==> src/rtl/obstacle_lane_ctrl.sv <==
// Obstacle lanes for the frog game grid.
// One obstacle per road lane moves left or right at a lane-dependent speed,
// wrapping around the grid edges. The block reports a one-cycle collision
// pulse when an obstacle and the frog come to share a cell, and answers the
// renderer's registered "obstacle in this cell?" query.
module obstacle_lane_ctrl #(
    parameter int TICK_DIV       = 2500000,
    parameter int NUM_LANES      = 5,
    parameter int FIRST_LANE_ROW = 8,
    parameter int GRID_W         = 14
) (
    input  logic                   i_Clk,
    input  logic                   i_Rst,
    input  logic                   i_Game_Active,
    input  logic [5:0]             i_Frogger_X,
    input  logic [5:0]             i_Frogger_Y,
    input  logic [5:0]             i_Col_Count_Div,
    input  logic [5:0]             i_Row_Count_Div,
    output logic                   o_Obstacle_Here,
    output logic                   o_Collided,
    output logic [6*NUM_LANES-1:0] o_Lane_X
);

    localparam int DIV_W = (TICK_DIV > 1) ? $clog2(TICK_DIV) : 1;
    localparam logic [DIV_W-1:0] DIV_MAX = DIV_W'(TICK_DIV - 1);

    logic [DIV_W-1:0] div_cnt;
    logic             tick;
    logic [5:0]       lane_x   [NUM_LANES];
    logic [5:0]       next_x   [NUM_LANES];
    logic [2:0]       step_cnt [NUM_LANES];
    logic             match;
    logic             query_hit;
    logic             match_hist;

    // The movement tick fires on the cycle the divider wraps; a frozen game
    // never ticks, so the divider count survives a pause.
    assign tick = i_Game_Active && (div_cnt == DIV_MAX);

    // Movement divider: counts only while the game is active.
    always_ff @(posedge i_Clk or posedge i_Rst) begin
        if (i_Rst) begin
            div_cnt <= '0;
        end else if (i_Game_Active) begin
            if (div_cnt == DIV_MAX) begin
                div_cnt <= '0;
            end else begin
                div_cnt <= div_cnt + 1'b1;
            end
        end
    end

    // Candidate next column per lane: even lanes go right, odd lanes go left,
    // both wrapping so X stays inside the grid.
    always_comb begin
        for (int k = 0; k < NUM_LANES; k++) begin
            next_x[k] = lane_x[k];
            if ((k % 2) == 0) begin
                next_x[k] = (lane_x[k] == 6'(GRID_W - 1)) ? 6'd0 : lane_x[k] + 6'd1;
            end else begin
                next_x[k] = (lane_x[k] == 6'd0) ? 6'(GRID_W - 1) : lane_x[k] - 6'd1;
            end
        end
    end

    // Lane k steps once every k+1 ticks; its step counter runs 0..k.
    always_ff @(posedge i_Clk or posedge i_Rst) begin
        if (i_Rst) begin
            for (int k = 0; k < NUM_LANES; k++) begin
                lane_x[k]   <= 6'((3 * k) % GRID_W);
                step_cnt[k] <= '0;
            end
        end else if (tick) begin
            for (int k = 0; k < NUM_LANES; k++) begin
                if (step_cnt[k] == 3'(k)) begin
                    step_cnt[k] <= '0;
                    lane_x[k]   <= next_x[k];
                end else begin
                    step_cnt[k] <= step_cnt[k] + 3'd1;
                end
            end
        end
    end

    // Frog overlap and renderer hit, both judged against registered lane X.
    always_comb begin
        match     = 1'b0;
        query_hit = 1'b0;
        for (int k = 0; k < NUM_LANES; k++) begin
            if (i_Frogger_Y == 6'(FIRST_LANE_ROW + k) && i_Frogger_X == lane_x[k]) begin
                match = 1'b1;
            end
            if (i_Row_Count_Div == 6'(FIRST_LANE_ROW + k) && i_Col_Count_Div == lane_x[k]) begin
                query_hit = 1'b1;
            end
        end
    end

    // Rising-edge detect on match; pausing clears history so a match that is
    // still present at re-activation produces a fresh pulse.
    always_ff @(posedge i_Clk or posedge i_Rst) begin
        if (i_Rst) begin
            match_hist <= 1'b0;
            o_Collided <= 1'b0;
        end else if (i_Game_Active) begin
            match_hist <= match;
            o_Collided <= match & ~match_hist;
        end else begin
            match_hist <= 1'b0;
            o_Collided <= 1'b0;
        end
    end

    // Render query answer, registered and independent of game state.
    always_ff @(posedge i_Clk or posedge i_Rst) begin
        if (i_Rst) begin
            o_Obstacle_Here <= 1'b0;
        end else begin
            o_Obstacle_Here <= query_hit;
        end
    end

    for (genvar g = 0; g < NUM_LANES; g++) begin : g_lane_out
        assign o_Lane_X[6*g +: 6] = lane_x[g];
    end

endmodule

==> config.mk <==
export PLATFORM = sky130hd
export DESIGN_NAME = obstacle_lane_ctrl
export DESIGN_NICKNAME = d
export VERILOG_FILES = /design/src/rtl/obstacle_lane_ctrl.sv
export SDC_FILE = /design/constraint.sdc
export NUM_CORES = 1
export LEC_CHECK = 0
export ABC_AREA = 1
export BUFFER_PORTS_ARGS = -buffer_cell sky130_fd_sc_hd__buf_2
export CAP_MARGIN = 10
export CORE_UTILIZATION = 40
export DETAILED_ROUTE_END_ITERATION = 10
export PLACE_DENSITY = 0.64
export SYNTH_ARGS = -nofsm -noshare
export SYNTH_HDL_FRONTEND = slang
export SYNTH_SLANG_ARGS = --single-unit
export TNS_END_PERCENT = 30
==> constraint.sdc <==
create_clock -name i_Clk -period 2.3 [get_ports i_Clk]
set_input_delay 0.115 -clock i_Clk [delete_from_list [all_inputs] [get_ports i_Clk]]
set_output_delay 0.115 -clock i_Clk [all_outputs]
set_load 0.05 [all_outputs]
* After elaboration in Yosys (flattened, before gate mapping)
Index checks and enable logic that the tools add are counted.
** Storage, ports and cells
- Register bits :: 70
- Latch bits :: 0
- Memory bits (writable) :: 0
- ROM bits :: 0
- Bits of input ports :: 27
- Output and inout port bits :: 32
- Memories :: 0
** Cells by class
- Add/sub/neg operators :: 11
- Multiply operators :: 0
- Div/mod/pow operators :: 0
- $lt $le $gt $ge :: 0
- Eq/ne operators :: 28
- Shift-type cells :: 0
- Muxes and demuxes :: 23
- Bitwise logic cells :: 2
- Reduce and logical (&&, ||, !) cells :: 19
** Operator list (count)
- $eq A6 B4 Y1 const B :: 13
- $eq A6 B6 Y1 :: 10
- $mux W6 :: 5
- $add A22 B1 Y22 const B :: 1
- $eq A22 B22 Y1 const B :: 1
- $mux W22 :: 1
- $add A6 B1 Y6 const B :: 3
- $add A3 B1 Y3 const B :: 5
- $mux W3 :: 5
- $logic_not A6 Y1 :: 2
- $mux W1 :: 12
- $sub A6 B1 Y6 const B :: 2
- $logic_and A1 B1 Y1 :: 11
- $reduce_and A2 Y1 :: 5
- $eq A3 B2 Y1 const B :: 2
- $eq A3 B1 Y1 const B :: 1
- $eq A3 B3 Y1 const B :: 1
- $logic_not A3 Y1 :: 1
- $and A1 B1 Y1 :: 1
- $not A1 Y1 :: 1

* Depth between registers and ports, before layout
Gate-level depths: netlist of run 1.
- Depth in word-level cells :: 9
- Depth in mapped cells :: 11
- Depth with buffers taken out :: 10

* Least setup slack after synthesis of run 1
No wires, ideal clock.
- Kind :: register to register
- From :: register lane_x (netlist bit o_Lane_X[26])
- To :: register lane_x (netlist bit o_Lane_X[29])
- Library setup time :: 0.121 ns
- Arrival :: 1.566 ns
- Data required time :: 2.179 ns
- Slack :: 0.613 ns
- Cell stages (with the launch flop) :: 6
- Period minus slack after synthesis :: 1.687 ns
- Path through :: dfstp_2 -> clkbuf_1 -> nand3_1 -> nor3_1 -> xor2_1 -> o21ai_2
** Between the ends
- Cells in the longest elaborated chain, start to end :: 2
** RTL lines
- start: declaration :: RTL line 29 : logic [5:0] lane_x [NUM_LANES];
- start signal: indexed assignment :: RTL line 70 : lane_x[k] <= 6'((3 * k) % GRID_W);
- start signal: indexed assignment :: RTL line 77 : lane_x[k] <= next_x[k];
- $add A6 B1 Y6 or $eq A6 B4 Y1 (tied branches) :: RTL line 59 : next_x[k] = (lane_x[k] == 6'(GRID_W - 1)) ? 6'd0 : lane_x[k] + 6'd1;
- $mux W6 (*) :: RTL line 59
Mark *: on every way between the ends. The rest lies on a longest branch, timed or not.
A chain may end at the register's enable or synchronous reset.

* Worst setup path after layout of run 1
- From :: register div_cnt[1]
- To :: register lane_x (netlist bit o_Lane_X[4])
** Between the ends
- Cells in the longest elaborated chain, start to end :: 3
** RTL lines
- start: declaration :: RTL line 27 : logic [DIV_W-1:0] div_cnt;
- start signal: assignment :: RTL line 48 : div_cnt <= div_cnt + 1'b1;
- $eq A22 B22 Y1 :: RTL line 38 : assign tick = i_Game_Active && (div_cnt == DIV_MAX);
- $logic_and A1 B1 Y1 :: RTL line 38
- $reduce_and A2 Y1 (no line)
No other way between the ends.

==> results of run 1 <==
## sequential cells by signal (all words and copies together) (netlist names)
name,flops
match_hist,1
o_Lane_X,30
o_Obstacle_Here,1
div_cnt,22
o_Collided,1
step_cnt,15
## final cells by class
| class | count | area, µm² | area share, % |
|---|---|---|---|
| repair buffers | 68 | 385 | 6.54 |
| inverters | 108 | 405 | 6.88 |
| multi-input cells | 542 | 2810 | 47.6 |
| clock buffers | 9 | 225 | 3.82 |
| clock inverters | 7 | 96.3 | 1.64 |
| flip-flops and latches | 70 | 1760 | 29.9 |
| well taps | 168 | 210 | 3.57 |
## tightest hold or removal path, stage by stage
cell,delay (ns)
buf_2,0.10
nor3b_1,0.04
nand2_1,0.06
a21oi_1,0.06
## metal layers
| metal | global-route usage (%) | up-vias | wire length, µm |
|---|---|---|---|
| met5 | 0 | - | 0 |
| met4 | 8.57 | 0 | 341 |
| met3 | 5.24 | 26 | 797 |
| met2 | 34.6 | 160 | 6040 |
| met1 | 29.3 | 2217 | 6420 |
| li1 | - | 2452 | - |
## final timing paths
| kind | startpoint | endpoint | cells after the start |
|---|---|---|---|
| setup / recovery | div_cnt[1] | o_Lane_X[4] | 9 |
| setup reg to reg | div_cnt[1] | o_Lane_X[4] | 9 |
| hold / removal | i_Row_Count_Div[2] | o_Obstacle_Here | 4 |
| hold reg to reg | match_hist | o_Collided | 1 |
| min in group asynchronous | i_Rst | o_Lane_X[17] | 3 |
| max in group asynchronous | i_Rst | o_Lane_X[7] | 4 |
## cells in the final DEF (no fill, tap or decap), types with 6 or more instances in the layout
master,count
nor3_1,21
o21ai_2,28
nand4_1,28
or2_2,7
o21ai_0,24
inv_1,104
nand3_1,34
xor2_1,35
clkbuf_16,9
buf_2,58
ha_1,16
nand2_1,232
nor2_1,79
a21oi_1,12
dfstp_2,8
buf_4,6
dfrtp_1,62
## cells by family (layout without fill, tap and decap cells)
logic type,count (synthesis),count (layout),share of synthesized area [%]
buf+inv,121,192,9.54
compound gates,73,73,9.67
simple gates,415,415,35.3
fa+ha+maj,16,16,3.97
xor+xnor,38,38,6.59
flops,70,70,34.9
## where the power goes
part / leakage, nW / internal, mW / switching [mW]
Combinational: 2.05 / 0.116 / 0.215
Clock: 0.160 / 0.952 / 0.566
Sequential: 0.849 / 1.29 / 0.0642
==> run summary, run 1 <==
PwrDens -> 543 nW/µm²
Power Total -> 3.20 mW
clock sink count -> 70
RSZ-0062 raised after global routing -> false
most numerous cell in the Yosys netlist -> nand2_1
FF+latch count, synth -> 70
CP Capture Type -> flip-flop
critical path's slowest cell -> dfrtp_1
synth top area cells -> dfrtp_1, nand2_1, inv_1
WS Path Type -> flip-flop to flip-flop
Post-CTS Hold Fix Bufs -> 3
largest net degree at the start of global routing -> 61
maxcap violations -> 0
# fillers -> 1,281
Buf+Inv Stages, Crit Path -> 1
Initial Util -> 41.5%
Seq/Total Area, Yosys -> 34.9%
deepest clock path buffer count -> 2
CTS clk-pin slew, worst paths -> 0.06 ns
critical path's most frequent cell -> nand2_1
ant diodes -> 0
Async SR Flop Fraction -> 100%
Die ar. -> 13,100 µm²
clock root cell -> clkbuf_16
dominant synthesized flop cell -> dfrtp_1
share of cells above drive strength 1 -> 16.7%
final hold viol count -> 0
Die W -> 114 µm
number of antenna violations at the first check in global routing -> 0
Final Setup Violations -> 0
pre-CTS WS -> 0.389 ns
Iteration-0 DRC Markers -> 463
# IOs -> 59
Critical Path RT -> 2.53 ns
clock latency on the worst-skew pair -> 0.35 ns
headroom to the max-slew limit -> 58.4%
Final Skew -> 0.00868 ns
final instance area -> 5890 µm²
P_leak -> 3.06 nW
worst-margin pin slew -> 0.618 ns
post-route setup slack -> 0.342 ns
outcome -> completed
DR pass1 iterations -> 6
top cells by count, synth -> nand2_1, inv_1, nor2_1
routed vias -> 4,855
Worst Setup Start Kind -> flip-flop
Post-Syn Area -> 5050 µm²
Detail Route Antenna Nets -> 0
Yosys Warn Count -> 0
VDD IR max -> 0.407 mV
post-route insts no fill -> 972
worst-path cell chain -> ha_1, nand2_1, nor2_2, nand2_1, nor3_4, nand4_1, buf_4, nand2_1, o21ai_2
All-Layer GR Usage -> 22.0%
syn_nets -> 776
post-synth top area cell -> dfrtp_1
vias in the first global route -> 4,442
Setup TNS Final -> 0 ns
post-placement cell count -> 953
EDFF count, synth -> 0
Finished Core Util -> 48.4%
first-pass GRT wire length -> 22.1 mm
H-tree depth -> 3
Row Count -> 40
Max Clock Freq -> 511 MHz
r2r setup slk -> 0.34 ns
worst-path fanout max -> 12
# DRC -> 0
max-slew violations -> 0
Slowest Stage Delay on Critical Path -> 0.39 ns
RePlAce Congestion -> 0.918
Syn Inst Count -> 733
WL final -> 13.6 mm
Distinct cells, synth -> 33
post_cts resized -> 0
Vias per Instance -> 4.99
WHS -> 0.0708 ns
Area after DPL -> 5540 µm²
PortBufs -> 58
WL per Instance -> 14.0 µm
Largest delay share family, worst path -> simple AND/OR/NAND/NOR gates
CORE AREA -> 12,200 µm²
post-synth top area share -> 30.7%
GR Overflow Total -> 0
Die H -> 114 µm
CTS Buf Count -> 9
critical path data arrival time -> 2.19 ns
syn_area_per_cell -> 6.89 µm²
P&R area growth vs syn -> 16.7%
fin nets -> 842
setup bufs post-CTS -> 0
CTS tree -> built
Worst Hold Class -> input port to flip-flop
HPWL after DPL -> 10.1 mm
Final period util -> 85.1%
Period minus WS final -> 1.96 ns
Note: power is estimated with default switching activity, not from simulation.
==> run 2, diff against run 1 <==
==> constraint.sdc (replaced) <==
create_clock -name i_Clk -period 1.9 [get_ports i_Clk]
set_input_delay 0.095 -clock i_Clk [delete_from_list [all_inputs] [get_ports i_Clk]]
set_output_delay 0.095 -clock i_Clk [all_outputs]
set_load 0.05 [all_outputs]
==> run summary, run 2 (same netlist as run 1, synthesis figures left out) <==
final hold viol count -> 0 (unchanged)
most frequent cells in the layout -> nand2_1, inv_1, nor2_1
CORE AREA -> 12,200 µm² (unchanged)
WHS -> 0.0470 ns (-0.0238 ns)
Power Total -> 4.00 mW (+25%)
share of cells above drive strength 1 -> 18.1% (+1.4 points)
RSZ-0062 raised after global routing -> true
Iteration-0 DRC Markers -> 374 (-19%)
deepest clock path buffer count -> 2 (unchanged)
Max Clock Freq -> 576 MHz (+13%)
post-route insts no fill -> 985 (+1.3%)
All-Layer GR Usage -> 22.8% (+0.80 points)
Final Skew -> 0.00568 ns (-0.00300 ns)
P&R area growth vs syn -> 19.6%
Setup TNS Final -> 0 ns (unchanged)
clock latency on the worst-skew pair -> 0.34 ns (about the same)
Critical Path RT -> 2.12 ns (-0.41 ns)
CTS clk-pin slew, worst paths -> 0.06 ns (about the same)
HPWL after DPL -> 10.0 mm (-0.89%)
first-pass GRT wire length -> 23.0 mm (+4.1%)
critical path's slowest cell -> dfrtp_1
fin nets -> 855 (+1.5%)
GR Overflow Total -> 0 (unchanged)
post-placement cell count -> 965 (+1.3%)
Die H -> 114 µm (unchanged)
Vias per Instance -> 5.00 (about the same)
P_leak -> 3.13 nW (+2.4%)
critical path's most frequent cell -> nand2_1
Final period util -> 91.3% (+6.2 points)
setup bufs post-CTS -> 0 (unchanged)
max FFs per register -> 30 (unchanged)
Die W -> 114 µm (unchanged)
worst-path fanout max -> 11 (-1)
CTS tree -> built
Initial Util -> 41.5% (unchanged)
WL final -> 13.6 mm (about the same)
Final Setup Violations -> 0 (unchanged)
Die ar. -> 13,100 µm² (unchanged)
VDD IR max -> 0.380 mV (-6.8%)
WL per Instance -> 13.8 µm (-1.2%)
clock sink count -> 70 (unchanged)
routed vias -> 4,922 (+1.4%)
Detail Route Antenna Nets -> 0 (unchanged)
clock root cell -> clkbuf_16
ant diodes -> 0 (unchanged)
Worst Setup Start Kind -> flip-flop
worst-margin pin slew -> 0.527 ns (-0.0910 ns)
RePlAce Congestion -> 0.897 (-2.3%)
critical path data arrival time -> 1.96 ns (-0.23 ns)
PortBufs -> 58 (unchanged)
maxcap violations -> 0 (unchanged)
largest net degree at the start of global routing -> 71 (+16%)
headroom to the max-slew limit -> 64.6% (+6.2 points)
CP Capture Type -> flip-flop
# IOs -> 59 (unchanged)
Worst Hold Class -> input port to flip-flop
Row Count -> 40 (unchanged)
WS Path Type -> flip-flop to flip-flop
DR pass1 iterations -> 7 (+1)
# fillers -> 1,227 (-4.2%)
most common cell after layout, fill and taps aside -> nand2_1
Finished Core Util -> 49.6% (+1.2 points)
number of antenna violations at the first check in global routing -> 0 (unchanged)
Period minus WS final -> 1.74 ns (-0.222 ns)
H-tree depth -> 3 (unchanged)
PwrDens -> 663 nW/µm² (+22%)
# DRC -> 0 (unchanged)
max-slew violations -> 0 (unchanged)
Slowest Stage Delay on Critical Path -> 0.37 ns (-0.02 ns)
worst-path cell chain -> ha_2, nand2_1, nor2_2, nand2_1, nor3_4, buf_12, nand4_1, buf_6, nand2_1, o21ai_2
outcome -> completed
vias in the first global route -> 4,647 (+4.6%)
CTS Buf Count -> 9 (unchanged)
-- run 2: changes by cell type in the layout (fill, tap and decap cells not counted), moves of 2 or more --
cell      before  now
buf_4          6   13
buf_6          0    4
clkbuf_8       0    3
clkinv_2       2    0
clkinv_4       2    0
-- run 2: layout make-up --
class                   instances  area (µm²)  share of cell area (%)
well taps                     168         210                    3.48
flip-flops and latches         70        1760                    29.2
clock buffers                  12         267                    4.41
inverters                     108         405                    6.72
multi-input cells             543        2810                    46.6
repair buffers                 80         503                    8.33
clock inverters                 4        76.3                    1.26
-- run 2: metrics by stage --
stage	cell area, µm²	setup WS [ns]
6_report	6040	0.165
5_1_grt	6040	-0.00397
4_1_cts	6010	0.141
3_5_place_dp	5640	0.157
3_3_place_gp	5640	0.195
2_1_floorplan	5050	0.0500
-- run 2: per-layer routing --
metal	vias up	GRT usage (%)	routed length, µm
met4	0	9.09	348
met5	-	0	0
li1	2468	-	-
met1	2266	29.9	6180
met2	158	36.6	6200
met3	30	5.19	885
-- run 2: worst max-delay path, delay by kind of cell, from the launching register on --
| kind | cells | cell delay [ns] |
|---|---|---|
| AOI/OAI and AO/OA | 1 | 0.05 |
| adders and majority gates | 1 | 0.21 |
| buffers and inverters | 2 | 0.34 |
| DFF | 1 | 0.37 |
| and+or+nand+nor | 6 | 0.65 |
-- run 2: what timing repair did --
action                     4_1_cts  5_1_grt
hold buffers                     3        0
gates resized for setup          0        5
hold endpoints to repair        63        0
setup endpoints to repair        0       21
-- run 2: where the power goes --
group | internal (mW) | switching [mW] | leakage, nW
clock network | 1.26 | 0.654 | 0.165
registers | 1.56 | 0.0594 | 0.849
logic | 0.178 | 0.295 | 2.12
total | 3.00 | 1.01 | 3.13
-- run 2: path summary, 6_finish.rpt --
path	startpoint	end	slack, ns	depth (start not counted)
min in group asynchronous	i_Rst	o_Lane_X[15]	0.37	4
hold / removal	i_Row_Count_Div[2]	o_Obstacle_Here	0.05	4
hold reg to reg	match_hist	o_Collided	0.40	1
setup / recovery	div_cnt[0]	o_Lane_X[20]	0.16	10
max in group asynchronous	i_Rst	o_Lane_X[18]	1.17	4
setup reg to reg	div_cnt[0]	o_Lane_X[20]	0.16	10
==> run 3, diff against run 2 <==
--- a/config.mk
+++ b/config.mk
@@ -10,6 +10,7 @@
 export CAP_MARGIN = 10
 export CORE_UTILIZATION = 40
 export DETAILED_ROUTE_END_ITERATION = 10
+export GPL_TIMING_DRIVEN = 0
 export PLACE_DENSITY = 0.64
 export SYNTH_ARGS = -nofsm -noshare
 export SYNTH_HDL_FRONTEND = slang
==> run summary, run 3 (same netlist as run 1, synthesis figures left out) <==
critical path data arrival time -> 2.05 ns (+0.09 ns)
WL final -> 13.3 mm (-2.3%)
clock sink count -> 70 (unchanged)
crit path from -> div_cnt[1]
Die ar. -> 13,100 µm² (unchanged)
PortBufs -> 55 (-5.2%)
fin nets -> 859 (+0.47%)
critical path's slowest cell -> dfrtp_1
WHS -> 0.0489 ns (+0.00193 ns)
HPWL after DPL -> 9.97 mm (-0.57%)
first-pass GRT wire length -> 22.4 mm (-2.7%)
worst-margin pin slew -> 0.582 ns (+0.0555 ns)
ant diodes -> 0 (unchanged)
deepest clock path buffer count -> 2 (unchanged)
worst-path cell chain -> ha_4, nand2_1, nor2_2, nand2_1, nor3_4, nand4_1, buf_6, nand2_1, o21ai_2
P_leak -> 3.12 nW (-0.49%)
CP Capture Type -> flip-flop
WL per Instance -> 13.5 µm (-2.7%)
number of antenna violations at the first check in global routing -> 0 (unchanged)
# DRC -> 0 (unchanged)
most common cell after layout, fill and taps aside -> nand2_1
headroom to the max-slew limit -> 60.8% (-3.8 points)
Final Setup Violations -> 0 (unchanged)
critical path's most frequent cell -> nand2_1
clock root cell -> clkbuf_16
final hold viol count -> 0 (unchanged)
CTS tree -> built
Final Skew -> 0.00804 ns (+0.00235 ns)
Die H -> 114 µm (unchanged)
Die W -> 114 µm (unchanged)
Period minus WS final -> 1.82 ns (+0.0816 ns)
maxcap violations -> 0 (unchanged)
Worst Hold Class -> input port to flip-flop
outcome -> completed
Iteration-0 DRC Markers -> 296 (-21%)
pre-CTS WS -> -0.178 ns (-0.335 ns)
CORE AREA -> 12,200 µm² (unchanged)
worst r2r src -> div_cnt[1]
Setup TNS Final -> 0 ns (unchanged)
CTS clk-pin slew, worst paths -> 0.06 ns (about the same)
max-slew violations -> 0 (unchanged)
Row Count -> 40 (unchanged)
largest net degree at the start of global routing -> 56 (-21%)
Max Clock Freq -> 550 MHz (-4.5%)
post-route insts no fill -> 989 (+0.41%)
FF-to-FF End -> o_Lane_X[12]
Final period util -> 95.6% (+4.3 points)
# IOs -> 59 (unchanged)
# fillers -> 1,259 (+2.6%)
All-Layer GR Usage -> 22.3% (-0.49 points)
VDD IR max -> 0.508 mV (+34%)
max FFs per register -> 30 (unchanged)
vias in the first global route -> 4,609 (-0.82%)
Initial Util -> 41.5% (unchanged)
CP endpoint -> o_Lane_X[12]
RePlAce Congestion -> 0.933 (+4.0%)
PwrDens -> 665 nW/µm² (+0.21%)
WS Path Type -> flip-flop to flip-flop
most frequent cells in the layout -> nand2_1, inv_1, nor2_1
DR pass1 iterations -> 4 (-3)
post-placement cell count -> 957 (-0.83%)
Storage cell area -> 1760 µm² (unchanged)
post-route setup slack -> 0.0832 ns (-0.0816 ns)
Critical Path RT -> 2.14 ns (+0.02 ns)
clock latency on the worst-skew pair -> 0.35 ns (about the same)
P&R area growth vs syn -> 20.0%
CTS Buf Count -> 9 (unchanged)
H-tree depth -> 3 (unchanged)
GR Overflow Total -> 0 (unchanged)
share of cells above drive strength 1 -> 18.3% (+0.16 points)
Worst Setup Start Kind -> flip-flop
r2r setup slk -> 0.08 ns (-0.08 ns)
Vias per Instance -> 4.88 (-2.3%)
Multi-input gate area -> 2840 µm² (+0.80%)
Detail Route Antenna Nets -> 0 (unchanged)
Reg2Reg Depth -> 9 (-1)
routed vias -> 4,828 (-1.9%)
worst-path fanout max -> 10 (-1)
Slowest Stage Delay on Critical Path -> 0.40 ns (+0.03 ns)
==> run 3: worst min-delay path by stage <==
stage                                   from              end  cells past startpoint
after global placement    i_Row_Count_Div[4]  o_Obstacle_Here                      3
final                     i_Row_Count_Div[2]  o_Obstacle_Here                      4
after floorplan           i_Row_Count_Div[4]  o_Obstacle_Here                      2
after CTS                 i_Row_Count_Div[2]  o_Obstacle_Here                      4
after global routing      i_Row_Count_Div[2]  o_Obstacle_Here                      4
after detailed placement               i_Rst     o_Lane_X[24]                      2
==> run 3: routing by layer <==
metal  routed length (µm)  up-vias  global-route usage, %
met4                  378        0                   10.4
met3                  860       31                   4.34
met2                 5920      126                   35.7
met1                 6150     2192                   29.2
li1                     -     2479                      -
met5                    0        -                      0
==> run 3: timing repair <==
action	in CTS	in global routing
pin swaps	4	7
cloned	1	1
hold endpoints to repair	16	0
buffers inserted	6	5
resized for setup	2	7
setup endpoints to repair	17	40
hold buffers	3	0
==> run 3: area by class of cell <==
type | instances | area share [%]
timing repair buffer | 71 | 7.00
sequential | 70 | 29.1
multi-input combinational | 542 | 46.8
timing repair inverter | 1 | 0.0826
inverter | 108 | 6.79
clock buffer | 12 | 4.23
buffer | 13 | 1.26
clock inverter | 4 | 1.28
tap | 168 | 3.47
==> run 3: worst max-delay path: cells and delay by family, from the launching register on <==
kind            cells  cell delay, ns
flops               1            0.40
fa+ha+maj           1            0.16
simple gates        6            0.87
buf+inv             1            0.22
compound gates      1            0.05
==> run 3: through the flow <==
stage	power, mW	instance area [µm²]	util, %
floorplan	1.91	5050	-
global placement	2.04	5530	45.5
detailed placement	2.05	5560	45.8
CTS	4.02	5990	49.2
global route	4.20	6060	49.8
finish	4.03	6060	49.8
==> run 3: where the power goes <==
part           total, mW  switching (mW)  internal [mW]
clock network       1.92           0.690           1.23
registers           1.64          0.0870           1.56
logic              0.464           0.274          0.190
